`src/rtl/accel_pair_sequencer_if.sv`:
```
// ============================================================================
// Module      : accel_pair_sequencer_if
// Description : Control and pair-stream signals of the acceleration sequencer.
// Revision    : 1.0 - initial release
// ============================================================================
`default_nettype none

interface accel_pair_sequencer_if #(
    parameter int BODY_ADDR_WIDTH = 9
);
    logic                       start;
    logic                       abort;
    logic [BODY_ADDR_WIDTH:0]   num_bodies;
    logic                       busy;
    logic                       done;
    logic                       issue_valid;
    logic [BODY_ADDR_WIDTH-1:0] addr_i;
    logic [BODY_ADDR_WIDTH-1:0] addr_j;
    logic                       out_valid;
    logic [BODY_ADDR_WIDTH-1:0] out_i;
    logic [BODY_ADDR_WIDTH-1:0] out_j;
    logic                       out_self;
    logic                       out_last_j;
    logic                       out_last;

    modport master (
        output start, abort, num_bodies,
        input  busy, done, issue_valid, addr_i, addr_j,
        input  out_valid, out_i, out_j, out_self, out_last_j, out_last
    );

    modport slave (
        input  start, abort, num_bodies,
        output busy, done, issue_valid, addr_i, addr_j,
        output out_valid, out_i, out_j, out_self, out_last_j, out_last
    );
endinterface

`default_nettype wire

```
`src/rtl/accel_pair_sequencer.sv`:
```
// ============================================================================
// Module      : accel_pair_sequencer
// Description : Issues all (i,j) body pairs j-fastest and delays their tags to
//               line up with the acceleration pipeline output.
// Revision    : 1.0 - initial release
// ============================================================================
`default_nettype none

module accel_pair_sequencer #(
    parameter int BODIES          = 512,
    parameter int BODY_ADDR_WIDTH = $clog2(BODIES),
    parameter int PIPE_LATENCY    = 123
) (
    input  logic                  clk,
    input  logic                  rst,
    accel_pair_sequencer_if.slave bus
);

    localparam int AW = BODY_ADDR_WIDTH;
    localparam logic [AW:0] C_MAX_N = (AW+1)'(BODIES);

    typedef enum logic [1:0] {
        IDLE  = 2'd0,
        ISSUE = 2'd1,
        DRAIN = 2'd2
    } state_t;

    typedef struct packed {
        logic          valid;
        logic [AW-1:0] i;
        logic [AW-1:0] j;
        logic          self;
        logic          last_j;
        logic          last;
    } tag_t;

    state_t        state_q, state_d;
    logic [AW:0]   n_eff_q, n_eff_d;
    logic [AW-1:0] addr_i_q, addr_i_d;
    logic [AW-1:0] addr_j_q, addr_j_d;
    logic          issue_valid_q, issue_valid_d;
    logic          done_q, done_d;
    tag_t          tag_q [PIPE_LATENCY];
    tag_t          tag_d [PIPE_LATENCY];

    logic [AW:0]   w_n_minus1;
    logic          w_i_last;
    logic          w_j_last;
    tag_t          w_issue_tag;

    assign w_n_minus1 = n_eff_q - (AW+1)'(1);
    assign w_i_last   = ({1'b0, addr_i_q} == w_n_minus1);
    assign w_j_last   = ({1'b0, addr_j_q} == w_n_minus1);

    // Addresses are already zero outside ISSUE; flags need explicit gating.
    always_comb begin
        w_issue_tag        = '0;
        w_issue_tag.valid  = issue_valid_q;
        w_issue_tag.i      = addr_i_q;
        w_issue_tag.j      = addr_j_q;
        w_issue_tag.self   = issue_valid_q && (addr_i_q == addr_j_q);
        w_issue_tag.last_j = issue_valid_q && w_j_last;
        w_issue_tag.last   = issue_valid_q && w_j_last && w_i_last;
    end

    always_comb begin
        state_d       = state_q;
        n_eff_d       = n_eff_q;
        addr_i_d      = '0;
        addr_j_d      = '0;
        issue_valid_d = 1'b0;
        done_d        = 1'b0;

        case (state_q)
            IDLE: begin
                if (bus.start) begin
                    if (bus.num_bodies == '0) begin
                        done_d = 1'b1;
                    end else begin
                        n_eff_d       = (bus.num_bodies > C_MAX_N) ? C_MAX_N : bus.num_bodies;
                        state_d       = ISSUE;
                        issue_valid_d = 1'b1;
                    end
                end
            end
            ISSUE: begin
                if (w_i_last && w_j_last) begin
                    state_d = DRAIN;
                end else begin
                    issue_valid_d = 1'b1;
                    if (w_j_last) begin
                        addr_i_d = addr_i_q + 1'b1;
                    end else begin
                        addr_i_d = addr_i_q;
                        addr_j_d = addr_j_q + 1'b1;
                    end
                end
            end
            DRAIN: begin
                if (tag_q[PIPE_LATENCY-1].last) begin
                    state_d = IDLE;
                    done_d  = 1'b1;
                end
            end
            default: state_d = IDLE;
        endcase

        if (bus.abort) begin
            state_d       = IDLE;
            addr_i_d      = '0;
            addr_j_d      = '0;
            issue_valid_d = 1'b0;
            done_d        = 1'b0;
        end
    end

    always_comb begin
        for (int k = 0; k < PIPE_LATENCY; k++) begin
            tag_d[k] = '0;
        end
        if (!bus.abort) begin
            tag_d[0] = w_issue_tag;
            for (int k = 1; k < PIPE_LATENCY; k++) begin
                tag_d[k] = tag_q[k-1];
            end
        end
    end

    always_ff @(posedge clk or posedge rst) begin
        if (rst) begin
            state_q       <= IDLE;
            n_eff_q       <= '0;
            addr_i_q      <= '0;
            addr_j_q      <= '0;
            issue_valid_q <= 1'b0;
            done_q        <= 1'b0;
            for (int k = 0; k < PIPE_LATENCY; k++) begin
                tag_q[k] <= '0;
            end
        end else begin
            state_q       <= state_d;
            n_eff_q       <= n_eff_d;
            addr_i_q      <= addr_i_d;
            addr_j_q      <= addr_j_d;
            issue_valid_q <= issue_valid_d;
            done_q        <= done_d;
            for (int k = 0; k < PIPE_LATENCY; k++) begin
                tag_q[k] <= tag_d[k];
            end
        end
    end

    assign bus.busy        = (state_q != IDLE);
    assign bus.done        = done_q;
    assign bus.issue_valid = issue_valid_q;
    assign bus.addr_i      = addr_i_q;
    assign bus.addr_j      = addr_j_q;
    assign bus.out_valid   = tag_q[PIPE_LATENCY-1].valid;
    assign bus.out_i       = tag_q[PIPE_LATENCY-1].i;
    assign bus.out_j       = tag_q[PIPE_LATENCY-1].j;
    assign bus.out_self    = tag_q[PIPE_LATENCY-1].self;
    assign bus.out_last_j  = tag_q[PIPE_LATENCY-1].last_j;
    assign bus.out_last    = tag_q[PIPE_LATENCY-1].last;

endmodule

`default_nettype wire

```
`src/flat_wrapper.sv`:
```
// flat-port wrapper written by rule: the top's interface ports become plain ports
module accel_pair_sequencer_flat 
#(
    parameter int BODIES          = 512,
    parameter int BODY_ADDR_WIDTH = $clog2(BODIES),
    parameter int PIPE_LATENCY    = 123
)
  (clk, rst, bus_start, bus_abort, bus_num_bodies, bus_busy, bus_done, bus_issue_valid, bus_addr_i, bus_addr_j, bus_out_valid, bus_out_i, bus_out_j, bus_out_self, bus_out_last_j, bus_out_last);
  accel_pair_sequencer_if #(.BODY_ADDR_WIDTH(BODY_ADDR_WIDTH)) bus_i ();
  input  logic clk;
  input  logic rst;
  input wire logic [$bits(bus_i.start)-1:0] bus_start;
  input wire logic [$bits(bus_i.abort)-1:0] bus_abort;
  input wire logic [$bits(bus_i.num_bodies)-1:0] bus_num_bodies;
  output wire logic [$bits(bus_i.busy)-1:0] bus_busy;
  output wire logic [$bits(bus_i.done)-1:0] bus_done;
  output wire logic [$bits(bus_i.issue_valid)-1:0] bus_issue_valid;
  output wire logic [$bits(bus_i.addr_i)-1:0] bus_addr_i;
  output wire logic [$bits(bus_i.addr_j)-1:0] bus_addr_j;
  output wire logic [$bits(bus_i.out_valid)-1:0] bus_out_valid;
  output wire logic [$bits(bus_i.out_i)-1:0] bus_out_i;
  output wire logic [$bits(bus_i.out_j)-1:0] bus_out_j;
  output wire logic [$bits(bus_i.out_self)-1:0] bus_out_self;
  output wire logic [$bits(bus_i.out_last_j)-1:0] bus_out_last_j;
  output wire logic [$bits(bus_i.out_last)-1:0] bus_out_last;
  assign bus_i.start = bus_start;
  assign bus_i.abort = bus_abort;
  assign bus_i.num_bodies = bus_num_bodies;
  assign bus_busy = bus_i.busy;
  assign bus_done = bus_i.done;
  assign bus_issue_valid = bus_i.issue_valid;
  assign bus_addr_i = bus_i.addr_i;
  assign bus_addr_j = bus_i.addr_j;
  assign bus_out_valid = bus_i.out_valid;
  assign bus_out_i = bus_i.out_i;
  assign bus_out_j = bus_i.out_j;
  assign bus_out_self = bus_i.out_self;
  assign bus_out_last_j = bus_i.out_last_j;
  assign bus_out_last = bus_i.out_last;
  accel_pair_sequencer #(.BODIES(BODIES), .BODY_ADDR_WIDTH(BODY_ADDR_WIDTH), .PIPE_LATENCY(PIPE_LATENCY)) u_core (.clk(clk), .rst(rst), .bus(bus_i));
endmodule
```
`config.mk`:
```
export PLATFORM = sky130hd
export DESIGN_NAME = accel_pair_sequencer_flat
export DESIGN_NICKNAME = d
export VERILOG_FILES = /design/src/rtl/accel_pair_sequencer_if.sv /design/src/rtl/accel_pair_sequencer.sv /design/src/flat_wrapper.sv
export SDC_FILE = /design/constraint.sdc
export NUM_CORES = 2
export LEC_CHECK = 0
export ABC_AREA = 1
export BUFFER_PORTS_ARGS = -buffer_cell sky130_fd_sc_hd__buf_2
export CAP_MARGIN = 20
export CORE_MARGIN = 3
export CORE_UTILIZATION = 60
export CTS_CLUSTER_SIZE = 40
export DETAILED_ROUTE_END_ITERATION = 8
export GPL_TIMING_DRIVEN = 0
export PLACE_DENSITY = 0.76
export SLEW_MARGIN = 20
export SYNTH_ARGS = -nofsm -noshare
export SYNTH_HDL_FRONTEND = slang
export SYNTH_SLANG_ARGS = --single-unit
```
`constraint.sdc`:
```
create_clock -name clk -period 110.1 [get_ports clk]
set_input_delay 16.515 -clock clk [delete_from_list [all_inputs] [get_ports clk]]
set_output_delay 16.515 -clock clk [all_outputs]
set_load 0.05 [all_outputs]
```
==> results.json <==
{
  "synth_area_um2": 91500,
  "clock_latency_ps": 850,
  "drt_first_iter_violations": 3299,
  "numCtsBuffers": 241,
  "fmax_mhz": 52.7,
  "yosys_register_bits": 2738,
  "yosysWarnings": 0,
  "synth_cells": 8746,
  "wl_um": 165000,
  "fin_skew_ps": 65.1,
  "synthAdderAreaFrac_pct": 0.0410,
  "die_w_um": 396,
  "cp-end-kind": "async pin",
  "maxCapViolCount": 0,
  "min_period_ps": 18990,
  "drt-wirelength-per-cell_um": 14.6,
  "grt-busiest-layer": "met2",
  "avgViaCountPerCell": 4.57,
  "grt_pass1_vias": 56400,
  "core-area_um2": 151000,
  "start_util_pct": 60.7,
  "rows": 142,
  "place_ws_ps": 90110,
  "grt.total_usage_pct": 22.0,
  "period_share_pct": 17.2,
  "met2_usage_pct": 39.9,
  "antenna_found_initial": 2,
  "slew_violations": 0,
  "use_met3_pct": 3.67,
  "synth-xor-area-share_pct": 0.115,
  "htree_num_levels": 4,
  "cp_cell_sequence": "buf_2 > inv_8 > buf_16 > buf_16 > buf_16 > buf_16 > buf_16 > buf_16",
  "setup_viol": 0,
  "met1_usage_pct": 27.1,
  "dp_hpwl_um": 94500,
  "hold_buffers": 0,
  "crit_path_frequent_cell": "buf_16",
  "cts-root-buf": "clkbuf_16",
  "crit_family": "buffers and inverters",
  "crit_path_max_incr_delay_ps": 490,
  "ys_types": 34,
  "cp_slowest_cell": "buf_16",
  "seq_area_frac_synth_pct": 74.9,
  "crit_required_ps": 111030,
  "cts_resized": 0,
  "ioPinCount": 57,
  "synthSimpleGateAreaFrac_pct": 12.1,
  "fin_hold_ws_ps": 408,
  "cellPowerDensity_nw_per_um2": 18.8,
  "place_area_um2": 95000,
  "synthMuxAreaShare_pct": 0,
  "dieArea_um2": 157000,
  "firstDrtPassIters": 5,
  "fin_nets": 9089,
  "synth-compound-area-share_pct": 0.168,
  "syn-num-nets": 8763,
  "drcViolationCount": 0,
  "max_slew_margin_pct": 10.5,
  "area_growth_pct": 13.3,
  "cts_setup_buffers": 0,
  "rsz0062_at_grt": "no",
  "cts_tree": "built",
  "cts_num_sinks": 2738,
  "leakage_nw": 50.9,
  "grt_pass1_wl_um": 276000,
  "crit_buf_inv": 8,
  "final_area_um2": 104000,
  "portBuffers": 56,
  "ir_drop_mv": 0.0160,
  "hold_class": "reg2reg",
  "worst_slack_ps": 91110,
  "grt_max_degree": 122,
  "gp_congestion": 0.790,
  "synth_top_family_by_area": "buffers and inverters",
  "die_y_um": 396,
  "hold_violations": 0,
  "cp_max_fo": 114,
  "outcome": "finished, final reports clean",
  "ant_nets": 0,
  "overflow": 0,
  "drive_above_1_share_pct": 5.84,
  "final_core_util_pct": 68.8,
  "cts_buffer_depth": 3,
  "num_vias": 51700,
  "setup.worst_path.class": "in2async",
  "cp-start-kind": "primary input",
  "arrival_ps": 19920,
  "clkTransAtPathRegs_ps": 60,
  "synth.avg_cell_area_um2": 10.5,
  "worst_pin_slew_ps": 1340
}
## synth_stat cells (all sizes together)
master | number | share of area [%]
or2 | 1 | 0.0068
nand3 | 48 | 0.29
nor4 | 2 | 0.014
nand4 | 4 | 0.027
nor2 | 2753 | 11
a21oi | 10 | 0.059
dfrtp | 2738 | 75
clkbuf | 299 | 1.2
buf | 24 | 0.19
xnor2 | 2 | 0.019
ha | 3 | 0.041
o21ai | 18 | 0.10
nand3b | 1 | 0.0082
nor3b | 1 | 0.014
nor4b | 1 | 0.0096
o22ai | 1 | 0.0068
inv | 2735 | 11
xor2 | 10 | 0.096
nor3 | 8 | 0.044
nand2 | 87 | 0.39
## registers in the layout (all words and copies together), names as in the netlist, 2 cells and up
register,flops
u_core.bus.out_i,9
u_core.bus.addr_i,9
u_core.state_q,2
u_core.bus.out_j,9
u_core.n_eff_q,10
u_core.tag_q,2684
u_core.bus.addr_j,9
## layer usage
metal  wire [µm]  share of wire (%)  vias to the layer above
met1       65400                 40                    26100
li1            -                  -                    24300
met5           0                  0                        -
met4        4350                2.6                        0
met2       89300                 54                      874
met3        6250                3.8                      351
## layout make-up
type | count | area (µm²)
clock buffer | 351 | 7080
timing repair buffer | 83 | 1020
buffer | 323 | 1300
fill | 9898 | 47100
sequential | 2738 | 68500
inverter | 2735 | 10300
clock inverter | 102 | 1460
multi-input combinational | 2950 | 11400
antenna | 9 | 22.5
tap | 2016 | 2520
## where the power goes
part | internal, mW | switching, mW
Combinational | 0.0110 | 0.0486
Clock | 0.504 | 0.374
Sequential | 1.01 | 0.00181
## worst min-delay path, stage by stage, from the launching register on
cell and delay, ps:
dfrtp_1 320, inv_1 40, nor2_1 70
## cell families (layout without fill, tap and decap cells)
logic type      Yosys count  count (layout)
fa+ha+maj                 3               3
flops                  2738            2738
other cells               0               9
simple gates           2906            2906
buf+inv                3058            3594
compound gates           29              29
xor+xnor                 12              12
## cell usage in the layout (no fill, tap or decap), types with 2 or more instances in the layout
cell           n
a21oi_1        9
buf_1          3
buf_16        27
buf_2         57
buf_4         19
bufinv_16     23
clkbuf_1     341
clkbuf_16    241
clkbuf_2       4
clkbuf_8      64
clkinv_16     11
clkinv_2      48
clkinv_4       5
clkinvlp_4     9
dfrtp_1     2738
diode_2        9
ha_1           3
inv_1       2730
inv_16         3
inv_2          4
inv_6          3
nand2_1       80
nand2_2        5
nand2_4        2
nand3_1       45
nand3_2        2
nand4_1        4
nor2_1      2745
nor2_2         5
nor2_4         3
nor3_1         8
nor4_1         2
o21ai_0       16
xnor2_1        2
xor2_1        10
## through the flow
stage | std cells | total power [mW] | setup TNS (ps)
4_1_cts | 11300 | 1.97 | 0
5_1_grt | 11300 | 2.01 | 0
3_3_place_gp | 10800 | 1.09 | -6418340
3_5_place_dp | 10800 | 1.09 | 0
2_1_floorplan | 8746 | 1.07 | 0
6_report | 11300 | 1.95 | 0
## path summary, 6_finish.rpt
check	cells past startpoint	slack, ps	endpoint	startpoint
worst max-delay path	8	91110	u_core.bus.addr_j[5]	rst
worst min-delay path	2	410	u_core.tag_q[2447]	u_core.tag_q[2469]
worst max register to register	15	107680	u_core.bus.issue_valid	u_core.n_eff_q[0]
worst min register to register	2	410	u_core.tag_q[2447]	u_core.tag_q[2469]
max in group clk	5	91800	u_core.tag_q[22]	bus_abort
min in group asynchronous	2	15680	u_core.bus.out_self	rst
(Power assumes the default switching activity.)
